### config.mk
export PLATFORM = sky130hd
export DESIGN_NAME = gravity_ctrl_flat
export DESIGN_NICKNAME = d
export VERILOG_FILES = /design/src/rtl/gravity_ctrl_if.sv /design/src/rtl/gravity_ctrl.sv /design/src/flat_wrapper.sv
export SDC_FILE = /design/constraint.sdc
export NUM_CORES = 1
export LEC_CHECK = 0
export ABC_AREA = 1
export BUFFER_PORTS_ARGS = -buffer_cell sky130_fd_sc_hd__buf_4
export CAP_MARGIN = 20
export CORE_MARGIN = 2
export CORE_UTILIZATION = 35
export CTS_CLUSTER_DIAMETER = 100
export DETAILED_ROUTE_END_ITERATION = 10
export HOLD_SLACK_MARGIN = 0.06
export REMOVE_ABC_BUFFERS = 1
export SYNTH_ARGS = -nofsm -noshare
export SYNTH_HDL_FRONTEND = slang
export SYNTH_SLANG_ARGS = --single-unit
### constraint.sdc
create_clock -name clk -period 6.5 [get_ports clk]
set_input_delay 1.3 -clock clk [delete_from_list [all_inputs] [get_ports clk]]
set_output_delay 1.3 -clock clk [all_outputs]
set_load 0.05 [all_outputs]
### src/rtl/gravity_ctrl_if.sv
// Command/status bundle between the active-brick position owner and its neighbours.
// drop_rows is present only when DROP_SCORE_EN is defined.
`ifndef POS_LEN
`define POS_LEN 10
`endif
`ifndef BOARD_H
`define BOARD_H 20
`endif

interface gravity_ctrl_if;
  logic                spawn;
  logic [`POS_LEN-1:0] pos_in;
  logic                pos_set;
  logic [`POS_LEN-1:0] pos_new;
  logic                soft_drop;
  logic                hard_drop;
  logic [`BOARD_H-1:0] shift;
  logic [`POS_LEN-1:0] pos;
  logic                active;
  logic                lock_req;
  logic                lock_ack;
`ifdef DROP_SCORE_EN
  logic [7:0]          drop_rows;

  modport master (output spawn, pos_in, pos_set, pos_new, soft_drop, hard_drop, shift, lock_ack,
                  input  pos, active, lock_req, drop_rows);
  modport slave  (input  spawn, pos_in, pos_set, pos_new, soft_drop, hard_drop, shift, lock_ack,
                  output pos, active, lock_req, drop_rows);
`else
  modport master (output spawn, pos_in, pos_set, pos_new, soft_drop, hard_drop, shift, lock_ack,
                  input  pos, active, lock_req);
  modport slave  (input  spawn, pos_in, pos_set, pos_new, soft_drop, hard_drop, shift, lock_ack,
                  output pos, active, lock_req);
`endif
endinterface

### src/rtl/gravity_ctrl.sv
// Owns the active brick position: timed/soft gravity, hard drop, lock delay and lock handshake.
// Optional DROP_SCORE_EN adds a saturating drop_rows counter on the interface.
`ifndef POS_LEN
`define POS_LEN 10
`endif
`ifndef BOARD_H
`define BOARD_H 20
`endif

module gravity_ctrl #(
  parameter int unsigned GRAV_PERIOD = 50_000_000,
  parameter int unsigned SOFT_DIV    = 8,
  parameter int unsigned LOCK_PERIOD = 25_000_000
) (
  input logic          clk,
  input logic          rst,
  gravity_ctrl_if.slave bus
);

  typedef enum logic [1:0] {IDLE, FALL, LANDED, LOCK_REQ} state_t;

  localparam int unsigned SOFT_PERIOD = GRAV_PERIOD / SOFT_DIV;
  localparam logic [31:0] GRAV_TERM = (GRAV_PERIOD > 1) ? GRAV_PERIOD - 1 : 32'd0;
  localparam logic [31:0] SOFT_TERM = (SOFT_PERIOD > 1) ? SOFT_PERIOD - 1 : 32'd0;
  localparam logic [31:0] LOCK_TERM = (LOCK_PERIOD > 1) ? LOCK_PERIOD - 1 : 32'd0;
  localparam logic [`POS_LEN-1:0] ROW_STEP = `POS_LEN'(32);

  state_t              state, state_nxt;
  logic [`POS_LEN-1:0] pos_q, pos_nxt;
  logic [31:0]         grav_cnt, grav_nxt;
  logic [31:0]         lock_cnt, lock_nxt;
  logic [31:0]         grav_term;
  logic                grav_hit, lock_hit;
  // pend_q marks the cycle after a pos_set, when shift reflects the new position
  logic                pend_q, pend_nxt;
  logic [`POS_LEN-1:0] hd_pos;
`ifdef DROP_SCORE_EN
  logic [7:0]          drop_q, drop_nxt;

  function automatic logic [7:0] sat_add(input logic [7:0] a, input logic [4:0] b);
    logic [8:0] sum;
    sum = {1'b0, a} + {4'b0, b};
    return sum[8] ? 8'hFF : sum[7:0];
  endfunction
`endif

  always_ff @(posedge clk or posedge rst) begin
    if (rst) begin
      state    <= IDLE;
      pos_q    <= '0;
      grav_cnt <= '0;
      lock_cnt <= '0;
      pend_q   <= 1'b0;
`ifdef DROP_SCORE_EN
      drop_q   <= '0;
`endif
    end else begin
      state    <= state_nxt;
      pos_q    <= pos_nxt;
      grav_cnt <= grav_nxt;
      lock_cnt <= lock_nxt;
      pend_q   <= pend_nxt;
`ifdef DROP_SCORE_EN
      drop_q   <= drop_nxt;
`endif
    end
  end

  always_comb begin
    state_nxt = state;
    pos_nxt   = pos_q;
    grav_nxt  = grav_cnt;
    lock_nxt  = lock_cnt;
    pend_nxt  = 1'b0;
`ifdef DROP_SCORE_EN
    drop_nxt  = drop_q;
`endif
    grav_term = bus.soft_drop ? SOFT_TERM : GRAV_TERM;
    grav_hit  = (grav_cnt >= grav_term);
    lock_hit  = (lock_cnt >= LOCK_TERM);
    hd_pos    = pos_q - `POS_LEN'({bus.shift[4:0], 5'b0});

    case (state)
      IDLE: begin
        if (bus.spawn) begin
          pos_nxt   = bus.pos_in;
          grav_nxt  = '0;
          state_nxt = FALL;
`ifdef DROP_SCORE_EN
          drop_nxt  = '0;
`endif
        end
      end
      FALL, LANDED: begin
        if (bus.hard_drop) begin
          pos_nxt   = hd_pos;
          state_nxt = LOCK_REQ;
`ifdef DROP_SCORE_EN
          drop_nxt  = sat_add(drop_q, bus.shift[4:0]);
`endif
        end else if (bus.pos_set) begin
          pos_nxt  = bus.pos_new;
          pend_nxt = 1'b1;
          // A coincident terminal count waits here so the step sees the new position's shift
          if (state == FALL && !grav_hit) grav_nxt = grav_cnt + 32'd1;
        end else if (state == FALL) begin
          if (!grav_hit) begin
            grav_nxt = grav_cnt + 32'd1;
          end else if (bus.shift != '0) begin
            pos_nxt  = pos_q - ROW_STEP;
            grav_nxt = '0;
`ifdef DROP_SCORE_EN
            if (bus.soft_drop) drop_nxt = sat_add(drop_q, 5'd1);
`endif
          end else begin
            state_nxt = LANDED;
            lock_nxt  = '0;
          end
        end else if (pend_q) begin
          if (bus.shift != '0) begin
            state_nxt = FALL;
            grav_nxt  = '0;
          end else begin
            lock_nxt  = '0;
          end
        end else if (lock_hit) begin
          state_nxt = LOCK_REQ;
        end else begin
          lock_nxt = lock_cnt + 32'd1;
        end
      end
      LOCK_REQ: begin
        if (bus.lock_ack) state_nxt = IDLE;
      end
      default: state_nxt = IDLE;
    endcase
  end

  always_comb begin
    bus.pos      = pos_q;
    bus.active   = (state == FALL) || (state == LANDED);
    bus.lock_req = (state == LOCK_REQ);
`ifdef DROP_SCORE_EN
    bus.drop_rows = drop_q;
`endif
  end

endmodule

### src/flat_wrapper.sv
// flat-port wrapper written by rule: the top's interface ports become plain ports
module gravity_ctrl_flat 
#(
  parameter int unsigned GRAV_PERIOD = 50_000_000,
  parameter int unsigned SOFT_DIV    = 8,
  parameter int unsigned LOCK_PERIOD = 25_000_000
)
  (clk, rst, bus_spawn, bus_pos_in, bus_pos_set, bus_pos_new, bus_soft_drop, bus_hard_drop, bus_shift, bus_lock_ack, bus_pos, bus_active, bus_lock_req);
  gravity_ctrl_if bus_i ();
  input logic clk;
  input logic rst;
  input wire logic [$bits(bus_i.spawn)-1:0] bus_spawn;
  input wire logic [$bits(bus_i.pos_in)-1:0] bus_pos_in;
  input wire logic [$bits(bus_i.pos_set)-1:0] bus_pos_set;
  input wire logic [$bits(bus_i.pos_new)-1:0] bus_pos_new;
  input wire logic [$bits(bus_i.soft_drop)-1:0] bus_soft_drop;
  input wire logic [$bits(bus_i.hard_drop)-1:0] bus_hard_drop;
  input wire logic [$bits(bus_i.shift)-1:0] bus_shift;
  input wire logic [$bits(bus_i.lock_ack)-1:0] bus_lock_ack;
  output wire logic [$bits(bus_i.pos)-1:0] bus_pos;
  output wire logic [$bits(bus_i.active)-1:0] bus_active;
  output wire logic [$bits(bus_i.lock_req)-1:0] bus_lock_req;
  assign bus_i.spawn = bus_spawn;
  assign bus_i.pos_in = bus_pos_in;
  assign bus_i.pos_set = bus_pos_set;
  assign bus_i.pos_new = bus_pos_new;
  assign bus_i.soft_drop = bus_soft_drop;
  assign bus_i.hard_drop = bus_hard_drop;
  assign bus_i.shift = bus_shift;
  assign bus_i.lock_ack = bus_lock_ack;
  assign bus_pos = bus_i.pos;
  assign bus_active = bus_i.active;
  assign bus_lock_req = bus_i.lock_req;
  gravity_ctrl #(.GRAV_PERIOD(GRAV_PERIOD), .SOFT_DIV(SOFT_DIV), .LOCK_PERIOD(LOCK_PERIOD)) u_core (.clk(clk), .rst(rst), .bus(bus_i));
endmodule
After elaboration in Yosys (flattened, before gate mapping)
Index checks and enable logic that the tools add are counted.
{"block": "classes", "order_cmp": 2, "add_sub_neg": 4, "n_bitwise": 2, "reduce_logical": 11, "eq_ne": 18, "mux": 36}
{"operator": "two-way mux 32 bit", "n": 13}
{"operator": "adder 32 x 1 -> 32 bit, second input constant", "n": 2}
{"operator": "one-hot mux 32 bit (2 select lines)", "n": 1}
{"operator": "two-way mux 10 bit", "n": 6}
{"operator": "greater-or-equal comparator 32 x 25 -> 1 bit, second input constant", "n": 1}
{"operator": "greater-or-equal comparator 32 bit", "n": 1}
{"operator": "two-way mux 26 bit", "n": 1}
{"operator": "two-way mux 2 bit", "n": 10}
{"operator": "one-hot mux 10 bit (2 select lines)", "n": 1}
{"operator": "nonzero test 20 bit", "n": 1}
{"operator": "inequality test 4 x 3 -> 1 bit, second input constant", "n": 4}
{"operator": "AND reduction 5 bit", "n": 3}
{"operator": "subtractor 10 bit", "n": 1}
{"operator": "subtractor 10 x 6 -> 10 bit, second input constant", "n": 1}
{"operator": "AND reduction 7 bit", "n": 1}
{"operator": "inequality test 2 bit, second input constant", "n": 3}
{"operator": "inequality test 3 bit, second input constant", "n": 2}
{"operator": "one-hot mux 2 bit (3 select lines)", "n": 1}
{"operator": "inequality test 5 x 2 -> 1 bit, second input constant", "n": 1}
{"operator": "inequality test 5 bit, second input constant", "n": 1}
{"operator": "== test 2 bit, second input constant", "n": 2}
{"operator": "inequality test 4 x 2 -> 1 bit, second input constant", "n": 1}
{"operator": "inequality test 4 bit, second input constant", "n": 1}
{"operator": "two-way mux 1 bit", "n": 3}
{"operator": "other kinds (10)", "n": 11}
{"block": "word_totals", "input_bits": 47, "out_inout_bits": 12, "elab_cells": 78, "regBits": 77}

Longest topological paths before layout
Gate-level depths: netlist (run 1).
{"block": "depth", "word_depth": 8, "ltp_mapped": 16, "ltp_nobuf": 16}

Least setup slack after synthesis (run 1)
No wires, ideal clock.
{"block": "synth_timing", "path_kind": "input-to-reg", "start": "in bus_soft_drop", "end": "reg u_core.grav_cnt[20]", "setup_slack_ps": 3585, "n_path_buf": 1, "t_arrival_ps": 2798, "setup_ps": 117, "required_time_ps": 6383, "stages": 10, "path_cell_list": "ha_1 a21oi_1 nand2_1 or2_1 a21oi_4 nand3_4 buf_6 or2_0 nand3_1 nand2_1"}
{"block": "synth_via", "elab_chain_cells": 7, "elab_cells_between_ends": 11, "cone_classes": "order compare: 1; eq/ne: 1; mux: 6; reduce/logical: 3"}
{"item": "from (decl)", "line": "flat_wrapper.sv:16", "source": "input wire logic [$bits(bus_i.soft_drop)-1:0] bus_soft_drop;"}
{"item": "two-way mux 26 bit (*)", "line": "gravity_ctrl.sv:78", "source": "grav_term = bus.soft_drop ? SOFT_TERM : GRAV_TERM;"}
{"item": "greater-or-equal comparator 32 bit (*)", "line": "gravity_ctrl.sv:79", "source": "grav_hit = (grav_cnt >= grav_term);"}
{"item": "two-way mux 32 bit", "line": "gravity_ctrl.sv:107", "source": "if (!grav_hit) begin"}
{"item": "two-way mux 32 bit", "line": "gravity_ctrl.sv:106", "source": "end else if (state == FALL) begin"}
{"item": "two-way mux 32 bit", "line": "gravity_ctrl.sv:101", "source": "end else if (bus.pos_set) begin"}
{"item": "two-way mux 32 bit", "line": "gravity_ctrl.sv:95", "source": "if (bus.hard_drop) begin"}
{"item": "one-hot mux 32 bit (2 select lines)", "line": "gravity_ctrl.sv:83", "source": "case (state)"}
{"item": "to (signal assigned)", "line": "gravity_ctrl.sv:60", "source": "grav_cnt <= grav_nxt;"}
{"item": "to (decl)", "line": "gravity_ctrl.sv:30", "source": "logic [31:0] grav_cnt, grav_nxt;"}
Mark *: on every way between the ends. The rest lies on a longest branch, timed or not. The select of a mux whose other input is x is not followed.
A chain may end at the register's enable or synchronous reset.

Final worst setup path (run 1)
{"block": "layout_timing", "start": "in bus_soft_drop", "end": "reg u_core.lock_cnt[13]"}
{"block": "layout_via", "elab_chain_cells": 4}
{"item": "two-way mux 26 bit", "line": "gravity_ctrl.sv:78"}
{"item": "greater-or-equal comparator 32 bit", "line": "gravity_ctrl.sv:79"}
{"item": "inequality test 2 x 1 -> 1 bit (no source line)"}
{"item": "AND reduction 5 bit (no source line)"}
{"item": "to (signal assigned)", "line": "gravity_ctrl.sv:61", "source": "lock_cnt <= lock_nxt;"}
{"item": "to (decl)", "line": "gravity_ctrl.sv:31", "source": "logic [31:0] lock_cnt, lock_nxt;"}
Every way passes these cells.

==> run metrics, run 1 <==
first-pass GRT wire length=approximately 30000 um; Seq/Total Area, Yosys=just under 30%; Worst EP required=between 6 and 7 ns; Non-Filler Instances=between 1000 and 1500; post-synthesis cell area=around 0.0066 sq mm; TritonRoute pass-1 iters=8; Worst VDD drop=0.231 mV; Critical Path End=u_core.lock_cnt[13]; cell taking the most area after synthesis=dfrtp_1; Overflow after GRT=0; crit path max fanout=37; static leakage=roughly 3.7 nW; Area contributors post-synth=dfrtp_1 29%, nand2_1 22%, nor2_1 6.5%; maximum clock rate=around 0.29 GHz; worst slack, placed=2.68 ns; number of flops mapped to enable cells by yosys=0; Core Area=roughly 0.019 sq mm; Arr. time, crit path=3.74 ns; Buffers on Ports=58; routed len/inst=between 10 and 15 um; Pwr Density=about 410 mW/mm^2; largest net degree at the start of global routing=between 70 and 80; Initial Utilization=a little over a third; TritonCTS Buffers=9; r2r worst-path depth=11; Top FF cell, synth=dfrtp_1; CTS tree=yes; post-DR vias/cell=5.07; Internal=approximately 1.5 mW; final worst slack=between 3 and 4 ns; sw frac=between 50% and 60%; Pins Over Slew Limit=0; Final Cycle Share=a little over half; fin nets=about 1200; Die Y=between 100 and 150 um; Inst Count DP=1299; R2R setup slack=between 3 and 4 ns; Die Wd=around 140 um; clk sink count=slightly below 80; Gate power share=roughly 54%; area of the multi-input gates=between 0.004 and 0.005 sq mm; total wire length=17900 um; final core occ=between 30% and 40%; skew final=0.00901 ns; Fillers=between 1500 and 2000; RD Place Congestion=between 0.9 and 1; RSZ-0062 raised after global routing=false; initial antenna violation count=0; capture point of the worst reg-to-reg path=u_core.grav_cnt[26]; FFs w/ async S/R, synth=100%; Setup-failing EPs final=0; # rows=50; maximum buffer depth of the clock tree=2; power share of the sequential group=28.3%; num ports=59; Max-Cap Viols=0; share of the synthesized area in the top cell type=29.4%; Remaining DRCs=0; commonest cells after routing, fill and taps aside=389 x nand2_1, 113 x nor2_1, 98 x inv_1; Initial DRC Count=423; area occupied by registers=roughly 0.0019 sq mm; post-CTS setup buffer count=0; final setup TNS=0 ns; HPWL after DPL=13100 um; # H-tree levels=3; worst hold path stage count=2; post-CTS sizing=0; via count=6672; die area=around 0.020 sq mm; flops & latches, synth=between 70 and 80; Tot Pwr=3.03 mW; worst skew pair latency=~0.35 ns; cells after synthesis=around 1000; critical path capture point type=flip-flop; Worst R2R Start=u_core.state[0]; Hold Buf Count CTS=0; number of global-route vias before repair=around 6100; Cell variety after synth=50; Worst slew margin=slightly below 30%; Fin. Hold Viols=0; clock power share=around 18%; outcome=finished clean; P&R area growth vs syn=13.3%; worst min-delay path category=reg2reg; most common cell after layout, fill and taps aside=nand2_1; CP Class=in2reg; root buf cell=clkbuf_16; synth warn=0; clock transition at the registers of the reported paths=~0.060 ns; Slew @ Worst Pin=1.06 ns; # diodes=0; Post-DRT Antenna Nets=0; share of cells above drive strength 1=9.52%; Final min period=3.47 ns; sw power=between 1.5 and 2 mW; Total Routing Usage GR=18.8%; Synth Area per Inst=roughly 6.3 sq um; crit start category=input pin; CP startpoint=bus_soft_drop
-- cell families (layout without fill, tap and decap cells) --
| logic type | count (synthesis) | in the layout | synth area share, % |
|---|---|---|---|
| AO/OA/AOI/OAI | 112 | 112 | 9.76 |
| XOR/XNOR | 30 | 30 | 4.00 |
| adder cells (fa/ha/maj) | 26 | 26 | 5.07 |
| buffers and inverters | 142 | 181 | 9.34 |
| flip-flops | 77 | 77 | 29.4 |
| AND/OR/NAND/NOR | 656 | 656 | 42.4 |
-- per-layer routing --
layer / global-route usage (%) / part of all wire, %
met3: 3.23 / 3.9
met5: 0 / 0
met4: 6.74 / 2.6
met1: 25.7 / 47
met2: 29.9 / 46
-- worst min path at each step --
| stage | slack, ns | startpoint | endpoint |
|---|---|---|---|
| floorplan | 0.45 | u_core.lock_cnt[31] | u_core.lock_cnt[31] |
| global placement | 0.46 | u_core.lock_cnt[31] | u_core.lock_cnt[31] |
| detailed placement | 0.47 | u_core.lock_cnt[31] | u_core.lock_cnt[31] |
| CTS | 0.48 | u_core.lock_cnt[29] | u_core.lock_cnt[29] |
| global route | 0.50 | u_core.bus.pos[4] | u_core.bus.pos[4] |
| finish | 0.48 | u_core.lock_cnt[29] | u_core.lock_cnt[29] |
-- power by group through the flow --
stage,clock [mW],combinational [mW],sequential [mW]
2_1_floorplan,0,1.15,0.875
3_3_place_gp,0,1.63,0.856
3_5_place_dp,0,1.64,0.857
4_1_cts,0.551,1.65,0.851
5_1_grt,0.572,1.87,0.882
6_report,0.536,1.64,0.856
-- synthesized netlist by cell type (all sizes together) (2+ instances only) --
library cell  count
nand2           397
nor3             29
o221ai            2
or2               3
o31ai             5
o21ai            65
a21oi            23
buf              19
clkbuf           19
xor2             25
o211ai            2
nor4              2
nand3b            5
nand4            17
a22o              5
o21bai            2
ha               25
nand3            83
xnor2             5
nor2            118
o22ai             3
dfrtp            77
a31oi             2
inv             103
-- per-stage QoR --
stage | cell area [sq um] | hold WS (ns)
final | 7430 | 0.485
after global routing | 7430 | 0.500
after CTS | 7400 | 0.483
after detailed placement | 7090 | 0.469
after global placement | 7090 | 0.464
after floorplan | 6350 | 0.445
-- worst max-delay path, cell delays in order --
cell and delay, ns:
buf_4 0.15, inv_1 0.12, ha_1 0.31, nand2_1 0.06
inv_1 0.06, nand3_1 0.06, nor2b_1 0.10, nand2_1 0.06
nand2_1 0.07, nand2_2 0.08, nand3_4 0.32, nand3_4 0.38
inv_4 0.43, nand3_1 0.12, o21ai_1 0.10
-- area by class of cell --
type | count | area share, %
multi-input combinational | 824 | 54.1
clock inverter | 3 | 0.572
inverter | 104 | 5.37
clock buffer | 13 | 3.64
tap | 234 | 3.94
sequential | 77 | 25.9
timing repair buffer | 61 | 6.43
-- flip-flops by register name (all words and copies together), names as in the netlist --
signal           cells
u_core.lock_cnt     32
u_core.bus.pos      10
u_core.state         2
u_core.grav_cnt     32
u_core.pend_q        1
(Power assumes the default switching activity.)
==> inputs of run 2 (changes only) <==
==> constraint.sdc (replaced) <==
create_clock -name clk -period 3.1 [get_ports clk]
set_input_delay 0.62 -clock clk [delete_from_list [all_inputs] [get_ports clk]]
set_output_delay 0.62 -clock clk [all_outputs]
set_load 0.05 [all_outputs]
==> run 2 against run 1 <==
Combinational power up 120%. Sequential power up 110%. Clock-buffer cell count down 4. Total power up 110%. Flip-flop and latch count unchanged. Die area unchanged. Cell count up 0.99%. Clock power up 100%. Critical path type is now reg2reg. Largest cell class unchanged.
==> run metrics, run 2 (synthesis results as in run 1) <==
Remaining DRCs=0; Die Y=about 140 um; Tot Pwr=about 6.4 mW; maximum clock rate=0.411 GHz; outcome=finished clean; Critical Path End=u_core.grav_cnt[24]; Internal=about 3.1 mW; clock transition at the registers of the reported paths=roughly 0.06 ns; via count=around 6600; R2R setup slack=0.67 ns; post-CTS sizing=0; crit start category=flip-flop; sw frac=roughly half; Final min period=2.43 ns; crit path max fanout=18; first-pass GRT wire length=slightly above 30000 um; Slew @ Worst Pin=about 0.94 ns; routed len/inst=between 10 and 15 um; number of global-route vias before repair=approximately 6000; worst min-delay path category=in2async; Post-DRT Antenna Nets=0; Overflow after GRT=0; total wire length=17900 um; static leakage=between 3 and 4 nW; # H-tree levels=3; Fillers=between 2000 and 2500; Arr. time, crit path=~2.7 ns; die area=0.0199 sq mm; HPWL after DPL=between 10000 and 15000 um; fin nets=~1200; Worst VDD drop=approximately 0.35 mV; initial antenna violation count=0; maximum buffer depth of the clock tree=2; power share of the sequential group=roughly 27%; Worst slew margin=a little over a third; Max-Cap Viols=0; Worst R2R Start=u_core.state[0]; largest net degree at the start of global routing=between 70 and 80; root buf cell=clkbuf_16; CTS tree=yes; RD Place Congestion=roughly 0.89; skew final=0.00994 ns; Final Cycle Share=78.5%; Initial DRC Count=415; share of cells above drive strength 1=10.7%; commonest cells after routing, fill and taps aside=389 x nand2_1, 113 x nor2_1, 98 x inv_1; Hold Buf Count CTS=0; Pins Over Slew Limit=0; TritonCTS Buffers=9; post-CTS setup buffer count=0; Fin. Hold Viols=0; Die Wd=approximately 140 um; CP most frequent cell=inv_1; Buffers on Ports=58; r2r worst-path depth=12; Initial Utilization=a little over a third; num ports=about 60; Worst EP required=3.34 ns; slowest CP cell=ha_1; Total Routing Usage GR=18.6%; Gate power share=between 50% and 60%; worst skew pair latency=approximately 0.35 ns; Setup-failing EPs final=0; CP startpoint=u_core.state[0]; Worst path max stage delay=around 0.50 ns; clk sink count=77; clock power share=16.7%; crit-path cells=inv_1, ha_1, inv_1, nor2_2, inv_1, o21ai_0, nor2_1, nand2_4, buf_4, nor2_1, nand2_1, nand2_1; final setup TNS=0 ns; CP Class=reg2reg; capture point of the worst reg-to-reg path=u_core.grav_cnt[24]; P&R area growth vs syn=14.3%; # diodes=0; hold_ws=0.365 ns; Core Area=roughly 0.019 sq mm; # rows=50; most common cell after layout, fill and taps aside=nand2_1; TritonRoute pass-1 iters=5; sw power=between 3 and 4 mW; post-DR vias/cell=4.99; Pwr Density=approximately 860 mW/mm^2; critical path capture point type=flip-flop; final core occ=about two fifths; RSZ-0062 raised after global routing=false
[run 2: routing by layer]
layer  part of all wire, %  track usage [%]  up-vias
met5                     0                0        -
met4                   1.6             5.26        0
met1                    48             25.6     3033
li1                      -                -     3428
met2                    46             30.3      149
met3                   4.4             3.09       21
[run 2: worst min-delay path by stage]
stage	startpoint	to	cells after the start
after global placement	u_core.lock_cnt[31]	u_core.lock_cnt[31]	2
after detailed placement	u_core.lock_cnt[29]	u_core.lock_cnt[29]	2
after global routing	rst	u_core.lock_cnt[6]	3
after floorplan	u_core.lock_cnt[31]	u_core.lock_cnt[31]	2
after CTS	rst	u_core.lock_cnt[5]	3
final	rst	u_core.lock_cnt[5]	3
[run 2: power by group through the flow]
stage,combinational (mW),sequential [mW],clock [mW]
2_1_floorplan,2.41,1.84,0
3_3_place_gp,3.58,1.76,0
3_5_place_dp,3.59,1.76,0
4_1_cts,3.61,1.75,1.10
5_1_grt,4.09,1.81,1.14
6_report,3.59,1.76,1.07
[run 2: worst max-delay path, delay by kind of cell (launching register included)]
family	cells	cell delay, ns
AOI/OAI and AO/OA	1	0.15
DFF	1	0.40
and+or+nand+nor	6	0.67
adders and majority gates	1	0.50
buffers and inverters	4	0.62
[run 2: layout make-up]
type | instances | area (sq um) | share of cell area [%]
Multi-Input combinational cell | 824 | 4020 | 53.6
Sequential cell | 77 | 1930 | 25.7
Timing Repair Buffer | 74 | 568 | 7.57
Inverter | 104 | 399 | 5.32
Tap cell | 234 | 293 | 3.90
Clock buffer | 9 | 225 | 3.00
Clock inverter | 7 | 66.3 | 0.884
[run 2: through the flow]
stage               std cells  instance area, sq um  setup slack (ns)
floorplan                1005                  6350             0.254
global placement         1313                  7210             0.415
detailed placement       1313                  7210             0.376
CTS                      1329                  7500             0.654
global route             1329                  7500             0.395
finish                   1329                  7500             0.667
==> inputs of run 3 (changes only) <==
==> constraint.sdc (replaced) <==
create_clock -name clk -period 2.15 [get_ports clk]
set_input_delay 0.43 -clock clk [delete_from_list [all_inputs] [get_ports clk]]
set_output_delay 0.43 -clock clk [all_outputs]
set_load 0.05 [all_outputs]
==> run 3 against run 2 <==
Register-to-register slack lost 0.66 ns. Via count increased by 4.7%. Worst hold slack worse by 0.23 ns. Worst setup slack got worse by 0.66 ns. First-iteration DRC count grew 7.5%. Flip-flop and latch count did not move. Wire length grew 7.6%. Non-clock buffer count up 64. Global-route usage grew 0.29 points. Cell area up 14%. Die area stayed put. Fmax increased by 14%.
==> run metrics, run 3 (synthesis results as in run 1) <==
commonest cells after routing, fill and taps aside=358 x nand2_1, 121 x buf_4, 97 x nor2_1; die area=0.0199 sq mm; skew final=roughly 0.012 ns; crit path max fanout=7; final core occ=a little under half; Total Routing Usage GR=a little under a fifth; Final min period=roughly 2.1 ns; largest net degree at the start of global routing=57; Initial DRC Count=approximately 450; most common cell after layout, fill and taps aside=nand2_1; GR Util met2=between 30% and 40%; # H-tree levels=3; RD Place Congestion=about 0.92; outcome=finished clean; Worst VDD drop=roughly 0.66 mV; Tot Pwr=roughly 11 mW; crit start category=flip-flop; busiest grt layer=met2; Arr. time, crit path=about 2.4 ns; r2r worst-path depth=13; first-pass GRT wire length=30600 um; Pins Over Slew Limit=0; RSZ-0062 raised after global routing=true; # diodes=0; Setup-failing EPs final=0; hold_ws=0.135 ns; num ports=59; CTS tree=yes; Max-Cap Viols=0; post-DR vias/cell=about 5; Fillers=around 1900; Slew @ Worst Pin=around 0.48 ns; GRT met1 Usage=a little over a quarter; Die Wd=141 um; worst min-delay path category=in2async; total wire length=approximately 19000 um; Pwr Density=between 1000 and 1500 mW/mm^2; root buf cell=clkbuf_16; HPWL after DPL=around 14000 um; routed len/inst=approximately 14 um; critical path capture point type=flip-flop; TritonRoute pass-1 iters=5; fin nets=approximately 1200; GRT met3 Usage=under 10%; P&R area growth vs syn=30.2%; Final Cycle Share=between 90% and 100%; Post-DRT Antenna Nets=0; initial antenna violation count=0; maximum clock rate=about 0.47 GHz; worst skew pair latency=between 0.3 and 0.4 ns; Initial Utilization=between 30% and 40%; number of global-route vias before repair=6214; Fin. Hold Viols=0; Core Area=0.0186 sq mm; maximum buffer depth of the clock tree=2; Overflow after GRT=0; Worst EP required=2.38 ns; Die Y=about 140 um; via count=a little under 7000; Worst slew margin=between 60 and 70%; static leakage=4.28 nW; clock transition at the registers of the reported paths=~0.060 ns; CP Class=reg2reg; Buffers on Ports=58; TritonCTS Buffers=9; share of cells above drive strength 1=between 20% and 30%; clk sink count=77; Remaining DRCs=0; # rows=50
run 3: metal layers:
layer  share of wire, %  vias to the layer above
met2                 46                      161
met5                  0                        -
li1                   -                     3578
met3                4.3                       22
met1                 48                     3179
met4                1.6                        0
run 3: worst max-delay path: stages (launching register included):
cell	delay [ns]
dfrtp_1	0.41
ha_1	0.30
nand2_2	0.06
nor2_2	0.12
nand4_1	0.10
nor3_2	0.17
nand2_2	0.10
nand3_4	0.16
nand2_4	0.10
nand2_8	0.13
inv_8	0.06
buf_12	0.13
nand3_1	0.11
nand2_1	0.06
run 3: worst paths after layout:
kind | from | endpoint | slack [ns]
setup / recovery | u_core.grav_cnt[23] | u_core.grav_cnt[19] | 0.01
hold / removal | rst | u_core.grav_cnt[18] | 0.14
setup reg to reg | u_core.grav_cnt[23] | u_core.grav_cnt[19] | 0.01
hold reg to reg | u_core.lock_cnt[29] | u_core.lock_cnt[29] | 0.48
max in group asynchronous | rst | u_core.grav_cnt[2] | 1.73
min in group clk | bus_pos_in[7] | u_core.bus.pos[7] | 0.41
run 3: what timing repair did:
item,CTS,global route
gates cloned,0,5
hold buffers,0,0
resized for setup,4,97
setup endpoints to repair,16,71
pin swaps,2,23
buffers inserted,0,5
run 3: metrics by stage:
stage          std cells  TNS (ns)  setup slack (ns)  cell area (sq um)
3_5_place_dp        1368    -11.58            -0.281               7700
4_1_cts             1384         0            0.0127               8030
3_3_place_gp        1368    -10.17            -0.263               7700
6_report            1394         0           0.00987               8540
5_1_grt             1394     -2.44            -0.138               8540
2_1_floorplan       1005    -56.91            -0.696               6350
run 3: final cells by class:
| class | instances | area, sq um | area share, % |
|---|---|---|---|
| Clock buffer | 10 | 239 | 2.80 |
| Clock inverter | 6 | 68.8 | 0.806 |
| Inverter | 104 | 415 | 4.86 |
| Multi-Input combinational cell | 825 | 4370 | 51.1 |
| Sequential cell | 77 | 1930 | 22.6 |
| Tap cell | 234 | 293 | 3.43 |
| Timing Repair Buffer | 138 | 1230 | 14.4 |
run 3: power breakdown:
group          internal (mW)  switching (mW)  total [mW]
Clock                  0.940           0.667        1.61
Sequential              1.88           0.487        2.37
Combinational           2.79            4.34        7.14
Total                   5.62            5.50        11.1
